$ cat src/rtl/uart_pkg.sv
// Shared types and legal parameter ranges for the FIFO-fed UART transmitter.
package uart_pkg;

  typedef enum logic [2:0] {
    IDLE,
    START,
    DATA,
    PARITY,
    STOP
  } uart_state_e;

  localparam int DSIZE_MIN     = 5;
  localparam int DSIZE_MAX     = 9;
  localparam int STOP_BITS_MIN = 1;
  localparam int STOP_BITS_MAX = 2;

endpackage

$ cat src/rtl/uart_baud_tick.sv
// Bit-time divider: counts 0..CLKS_PER_BIT-1 and flags the last cycle of each bit.
module uart_baud_tick #(
  parameter int CLKS_PER_BIT = 16
) (
  input  logic clk,
  input  logic rst_n,
  input  logic clear,
  output logic tick
);

  localparam int CW = (CLKS_PER_BIT > 1) ? $clog2(CLKS_PER_BIT) : 1;
  localparam logic [CW-1:0] LAST = CW'(CLKS_PER_BIT - 1);

  logic [CW-1:0] cnt_reg;

  assign tick = (cnt_reg == LAST);

  always_ff @(posedge clk or negedge rst_n) begin
    if (!rst_n) begin
      cnt_reg <= '0;
    end else if (clear || tick) begin
      cnt_reg <= '0;
    end else begin
      cnt_reg <= cnt_reg + 1'b1;
    end
  end

endmodule

$ cat src/rtl/fifo_uart_tx.sv
// Drains the FIFO read port and serialises each word as a UART frame:
// start, data LSB first, optional even parity, then one or two stop bits.
module fifo_uart_tx
  import uart_pkg::*;
#(
  parameter int DSIZE        = 8,
  parameter int CLKS_PER_BIT = 16,
  parameter int PARITY_EN    = 0,
  parameter int STOP_BITS    = 1
) (
  input  logic             rclk,
  input  logic             rrst_n,
  input  logic             tx_en,
  input  logic             rempty,
  input  logic [DSIZE-1:0] rdata,
  output logic             rinc,
  output logic             txd,
  output logic             busy,
  output logic             frame_done
);

  localparam int BW = $clog2(DSIZE + 1);

  if (DSIZE < DSIZE_MIN || DSIZE > DSIZE_MAX) begin : g_bad_dsize
    $error("fifo_uart_tx: DSIZE out of range");
  end
  if (STOP_BITS < STOP_BITS_MIN || STOP_BITS > STOP_BITS_MAX) begin : g_bad_stop
    $error("fifo_uart_tx: STOP_BITS out of range");
  end
  if (CLKS_PER_BIT < 2) begin : g_bad_cpb
    $error("fifo_uart_tx: CLKS_PER_BIT must be at least 2");
  end

  uart_state_e      state_reg, state_next;
  logic [DSIZE-1:0] shreg_reg, shreg_next;
  logic             parity_reg, parity_next;
  logic [BW-1:0]    bit_cnt_reg, bit_cnt_next;
  logic             stop_cnt_reg, stop_cnt_next;
  logic             frame_done_reg, frame_done_next;
  logic             tick;
  logic             last_stop;

  uart_baud_tick #(
    .CLKS_PER_BIT(CLKS_PER_BIT)
  ) u_baud (
    .clk  (rclk),
    .rst_n(rrst_n),
    .clear((state_reg == IDLE) || rinc),
    .tick (tick)
  );

  assign last_stop = (state_reg == STOP) && tick && (stop_cnt_reg == 1'(STOP_BITS - 1));

  // Combinational pop so the FIFO sees rinc on the same edge it presents rempty;
  // gated by reset because the state sits in IDLE while reset is held.
  assign rinc = rrst_n && tx_en && !rempty && ((state_reg == IDLE) || last_stop);

  always_comb begin
    state_next      = state_reg;
    shreg_next      = shreg_reg;
    parity_next     = parity_reg;
    bit_cnt_next    = bit_cnt_reg;
    stop_cnt_next   = stop_cnt_reg;
    frame_done_next = last_stop;

    case (state_reg)
      IDLE: ;
      START: begin
        if (tick) begin
          state_next   = DATA;
          bit_cnt_next = '0;
        end
      end
      DATA: begin
        if (tick) begin
          shreg_next = shreg_reg >> 1;
          if (bit_cnt_reg == BW'(DSIZE - 1)) begin
            state_next    = (PARITY_EN != 0) ? PARITY : STOP;
            stop_cnt_next = 1'b0;
          end else begin
            bit_cnt_next = bit_cnt_reg + 1'b1;
          end
        end
      end
      PARITY: begin
        if (tick) begin
          state_next    = STOP;
          stop_cnt_next = 1'b0;
        end
      end
      STOP: begin
        if (last_stop) begin
          state_next = IDLE;
        end else if (tick) begin
          stop_cnt_next = stop_cnt_reg + 1'b1;
        end
      end
      default: state_next = IDLE;
    endcase

    // A pop overrides the end-of-frame return to IDLE, chaining frames with no gap.
    if (rinc) begin
      state_next    = START;
      shreg_next    = rdata;
      parity_next   = ^rdata;
      bit_cnt_next  = '0;
      stop_cnt_next = 1'b0;
    end
  end

  always_ff @(posedge rclk or negedge rrst_n) begin
    if (!rrst_n) begin
      state_reg      <= IDLE;
      shreg_reg      <= '0;
      parity_reg     <= 1'b0;
      bit_cnt_reg    <= '0;
      stop_cnt_reg   <= 1'b0;
      frame_done_reg <= 1'b0;
    end else begin
      state_reg      <= state_next;
      shreg_reg      <= shreg_next;
      parity_reg     <= parity_next;
      bit_cnt_reg    <= bit_cnt_next;
      stop_cnt_reg   <= stop_cnt_next;
      frame_done_reg <= frame_done_next;
    end
  end

  always_comb begin
    txd = 1'b1;
    case (state_reg)
      START:   txd = 1'b0;
      DATA:    txd = shreg_reg[0];
      PARITY:  txd = parity_reg;
      default: txd = 1'b1;
    endcase
  end

  assign busy       = (state_reg != IDLE);
  assign frame_done = frame_done_reg;

endmodule

$ cat config.mk
export PLATFORM = sky130hd
export DESIGN_NAME = fifo_uart_tx
export DESIGN_NICKNAME = d
export VERILOG_FILES = /design/src/rtl/uart_pkg.sv /design/src/rtl/uart_baud_tick.sv /design/src/rtl/fifo_uart_tx.sv
export SDC_FILE = /design/constraint.sdc
export NUM_CORES = 1
export LEC_CHECK = 0
export CORE_MARGIN = 10
export CORE_UTILIZATION = 50
export CTS_CLUSTER_DIAMETER = 40
export CTS_CLUSTER_SIZE = 30
export DETAILED_ROUTE_END_ITERATION = 8
export PLACE_DENSITY = 0.74
export SYNTH_ARGS = -nofsm -noshare
export SYNTH_HDL_FRONTEND = slang
export SYNTH_SLANG_ARGS = --single-unit
$ cat constraint.sdc
create_clock -name rclk -period 4.35 [get_ports rclk]
set_input_delay 0.87 -clock rclk [delete_from_list [all_inputs] [get_ports rclk]]
set_output_delay 0.87 -clock rclk [all_outputs]
set_load 0.1 [all_outputs]
Word level (Yosys, flattened, before mapping)

Index checks and enable logic that the tools add are counted.

$add $sub $neg: 3
Eq/ne operators: 15
Multiplexer cells: 24
Bitwise operators: 1
Reductions and logical operators: 20

Operators with widths:

| kind                                          | count |
|---|---|
| two-way mux 8 bit                             | 3 |
| inequality test 3 bit, second input constant  | 8 |
| two-way mux 4 bit                             | 5 |
| two-way mux 3 bit                             | 6 |
| one-hot mux 3 bit (5 select lines)            | 1 |
| AND reduction 6 bit                           | 2 |
| adder 4 x 1 -> 4 bit, second input constant   | 2 |
| one-hot mux 4 bit (2 select lines)            | 1 |
| XOR reduction 8 bit                           | 1 |
| == test 3 x 2 -> 1 bit, second input constant | 2 |
| two-way mux 1 bit                             | 6 |
| one-hot mux 1 bit (3 select lines)            | 2 |
| nonzero test 3 bit                            | 2 |
| logical AND 1 bit                             | 5 |
| == test 4 x 3 -> 1 bit, second input constant | 1 |
| == test 4 bit, second input constant          | 1 |
| AND reduction 4 bit                           | 1 |
| nonzero test 2 bit                            | 2 |
| nonzero test 4 bit                            | 1 |
| == test 3 x 1 -> 1 bit, second input constant | 1 |
| == test 3 bit, second input constant          | 1 |
| logical NOT 3 bit                             | 1 |
| logical OR 1 bit                              | 3 |
| inequality test 2 bit, second input constant  | 1 |
| other kinds (4)                               | 4 |

Bits in registers: 22
Output and inout bits: 4

Longest topological paths before layout

Word-level depth: 8
Mapped depth: 8

By module

Synthesis repeated with hierarchy kept, for this count alone.

Cell total of the unflattened synthesis: 119
Area, all modules: 1161.1 um^2

Modules (own cells, without submodules):

| module         | times used | cells each | area each (um^2) |
|---|---|---|---|
| fifo_uart_tx   | 1          | 106        | 989.7 |
| uart_baud_tick | 1          | 13         | 171.4 |

Least setup slack after synthesis

Ideal clock, no wire load.

Path type: flip-flop to output port
Start point: reg state_reg[1]
End point: out txd
Arrival: 2.806 ns
Path slack: 0.674 ns
Cell stages (with the launch flop): 4
Buffers on the path: 1
Cell sequence: dfrtp_1 > buf_4 > nor3b_1 > o21ai_0

Longest elaborated chain between the ends: 2

RTL lines:

| element                                                                 | line                | text |
|---|---|---|
| from (decl)                                                             | fifo_uart_tx.sv:34  | `uart_state_e state_reg, state_next;` |
| from (signal assigned)                                                  | fifo_uart_tx.sv:120 | `state_reg <= state_next;` |
| == test 3 x 2 -> 1 bit / == test 3 x 1 -> 1 bit (equally long branches) | fifo_uart_tx.sv:131 | `case (state_reg)` |
| one-hot mux 1 bit (3 select lines) (*)                                  | fifo_uart_tx.sv:131 |  |
| to (decl)                                                               | fifo_uart_tx.sv:17  | `output logic txd,` |

Every way passes the cells marked *; elsewhere a longest branch is shown, timed or not.

Worst setup path after layout

Same ends and word-level chain as after synthesis.

==> flow_metrics.env <==
export IMPL_max_freq_mhz=304
export IMPL_floorplan_initialDensity_pct=53.3
export IMPL_io_pins=16
export IMPL_min_period_ns=3.29
export IMPL_stdcell_count=163
export IMPL_cp_required_ns=3.48
export IMPL_grt_max_degree=25
export IMPL_vias_per_cell=5.61
export IMPL_cts_buffers=3
export IMPL_ant_nets=0
export IMPL_max_cap_viol_count=0
export IMPL_status="completed"
export IMPL_p_leak_uw=0.000623
export IMPL_grt_pass1_wl_mm=4.02
export IMPL_cts_hold_buf=0
export IMPL_drc=0
export IMPL_drt_wirelength_per_cell_um=13.6
export IMPL_ys_ff_latch=22
export IMPL_setup_violations=0
export IMPL_yosysUniqueCellTypes=37
export IMPL_worst_slew_pin_slew_ns=0.967
export IMPL_hold_viol_final=0
export IMPL_grt_overflow_total=0
export IMPL_place_detailed_hpwl_mm=1.69
export IMPL_syn_inst=120
export IMPL_clock_latency_ns=0.31
export IMPL_power_uw=750
export IMPL_clock_skew_ns=0.00115
export IMPL_cts_root_buffer="clkbuf_4"
export IMPL_vdd_ir_drop_max_mv=0.453
export IMPL_grt_use_total_pct=9.37
export IMPL_die_h_um=69.0
export IMPL_rsz0062_at_grt="false"
export IMPL_yosysSeqAreaShare_pct=45.8
export IMPL_cts_tree="yes"
export IMPL_cts_repair_resized=0
export IMPL_num_vias=915
export IMPL_area_growth_pct=17.0
export IMPL_fin_nets=150
export IMPL_fin_util_pct=62.4
export IMPL_min_period_over_period_pct=75.5
export IMPL_hold_path_class="reg -> reg"
export IMPL_diodes=0
export IMPL_fp_row_count=17
export IMPL_syn_area_sq_mm=0.00120
export IMPL_antenna_found_initial=0
export IMPL_clk_pin_slew_worst_paths_ns=0.12
export IMPL_cp_max_fo=11
export IMPL_power_density_mw_per_mm2=534
export IMPL_ys_warnings_count=0
export IMPL_largest_reg_flops=8
export IMPL_worstPathArrival_ns=2.42
export IMPL_slew_limit_headroom_pct=35.4
export IMPL_place_inst=159
export IMPL_htree_num_levels=1
export IMPL_timing_hold_ws_ns=0.477
export IMPL_drv_slew=0
export IMPL_endpoint_kind="output port"
export IMPL_syn_area_per_cell_sq_um=10.0
export IMPL_cts_sinks=22
export IMPL_crit_type="reg -> out"
export IMPL_syn_nets=134
export IMPL_core_area_sq_mm=0.00225
export IMPL_routed_wl_mm=2.22
export IMPL_cts_buffer_depth=2
export IMPL_grt_pass1_vias=914
export IMPL_dieArea_sq_mm=0.00477
export IMPL_post_cts_buffers=0
export IMPL_drive_above_1_share_pct=10.4
export IMPL_startpoint_type="register"
export IMPL_gp_congestion=0.712
export IMPL_drt_iter0_drc=44
export IMPL_die_w_um=69.0
export IMPL_tns_ns=0
export IMPL_io_buffers=15
export IMPL_first_pass_iters=4
cell families (layout without fill, tap and decap cells):
| kind of cell | count (synthesis) | count (layout) | synth area share (%) |
|---|---|---|---|
| buffers and inverters | 8 | 23 | 4.06 |
| muxes | 7 | 7 | 5.83 |
| adders and majority gates | 2 | 2 | 2.08 |
| and+or+nand+nor | 44 | 44 | 20.6 |
| DFF | 22 | 22 | 45.8 |
| AOI/OAI and AO/OA | 27 | 27 | 14.4 |
| xor gates and xnor gates | 10 | 10 | 7.28 |
per-layer routing:
layer	part of all wire [%]	GRT usage, %
met1	48	12.4
met3	3.3	2.28
met4	0.95	3.33
met5	0	0
met2	48	14.3
placed cells by master (no fill, tap or decap), types with 2 or more instances in the layout:
cell             instances
a21oi_1                  3
a31oi_1                  3
and3_1                   2
clkbuf_4                 3
clkdlybuf4s50_1         14
dfrtp_1                 22
ha_1                     2
mux2i_1                  7
nand2_1                 16
nand3_1                  6
nor2_1                   7
nor3_1                   2
nor3b_1                  3
o21ai_0                 12
o21ai_1                  2
xnor2_1                  9
final timing paths:
| path | startpoint | endpoint | slack (ns) | cells past startpoint |
|---|---|---|---|---|
| max | state_reg[1] | txd | 1.06 | 3 |
| min | u_baud.cnt_reg[0] | u_baud.cnt_reg[0] | 0.48 | 1 |
| max reg2reg | u_baud.cnt_reg[0] | bit_cnt_reg[2] | 2.51 | 6 |
| min reg2reg | u_baud.cnt_reg[0] | u_baud.cnt_reg[0] | 0.48 | 1 |
| max in group asynchronous | rrst_n | shreg_reg[1] | 3.22 | 2 |
| min in group asynchronous | rrst_n | stop_cnt_reg | 0.90 | 2 |
where the power goes:
group | internal, uW | total (uW) | switching [uW]
clock network | 51.1 | 114 | 62.4
registers | 280 | 355 | 75.0
logic | 116 | 282 | 166
total | 447 | 750 | 303
cells in the mapped netlist, drive strengths merged:
master,count,area [sq um]
a21oi,3,15.0
nor2,7,26.3
nor3,2,10.0
and3b,1,8.76
nand3,6,30.0
buf,4,31.3
a31o,1,8.76
and3,2,12.5
a31oi,3,18.8
a21boi,1,7.51
a22oi,1,7.51
xnor2,9,78.8
o211ai,2,28.8
xor2,1,8.76
a22o,1,8.76
o21ai,14,70.1
clkbuf,1,3.75
nor4b,1,23.8
and4b,1,10.0
dfrtp,22,551
or2,2,12.5
nand2b,1,6.26
inv,3,13.8
ha,2,25.0
mux2i,7,70.1
o31ai,1,7.51
nor3b,4,41.3
nand2,17,66.3
worst max-delay path, cell delays in order (launching register included):
cell and delay (ns):
dfrtp_1 0.54, nor3b_1 0.20, o21ai_0 0.20, clkdlybuf4s50_1 1.16
area by class of cell:
cell class / count / area (sq um)
fillers: 211 / 848
repair buffers: 16 / 168
multi-input cells: 90 / 603
inverters: 3 / 13.8
well taps: 28 / 35.0
clock buffers: 4 / 36.3
flip-flops and latches: 22 / 551
stage by stage:
stage / area, sq um / worst slack, ns
2_1_floorplan: 1200 / 0.674
3_3_place_gp: 1370 / 1.21
3_5_place_dp: 1370 / 1.20
4_1_cts: 1410 / 1.04
5_1_grt: 1410 / 0.926
6_report: 1410 / 1.06
No activity file was read; power rests on OpenSTA's default activity.
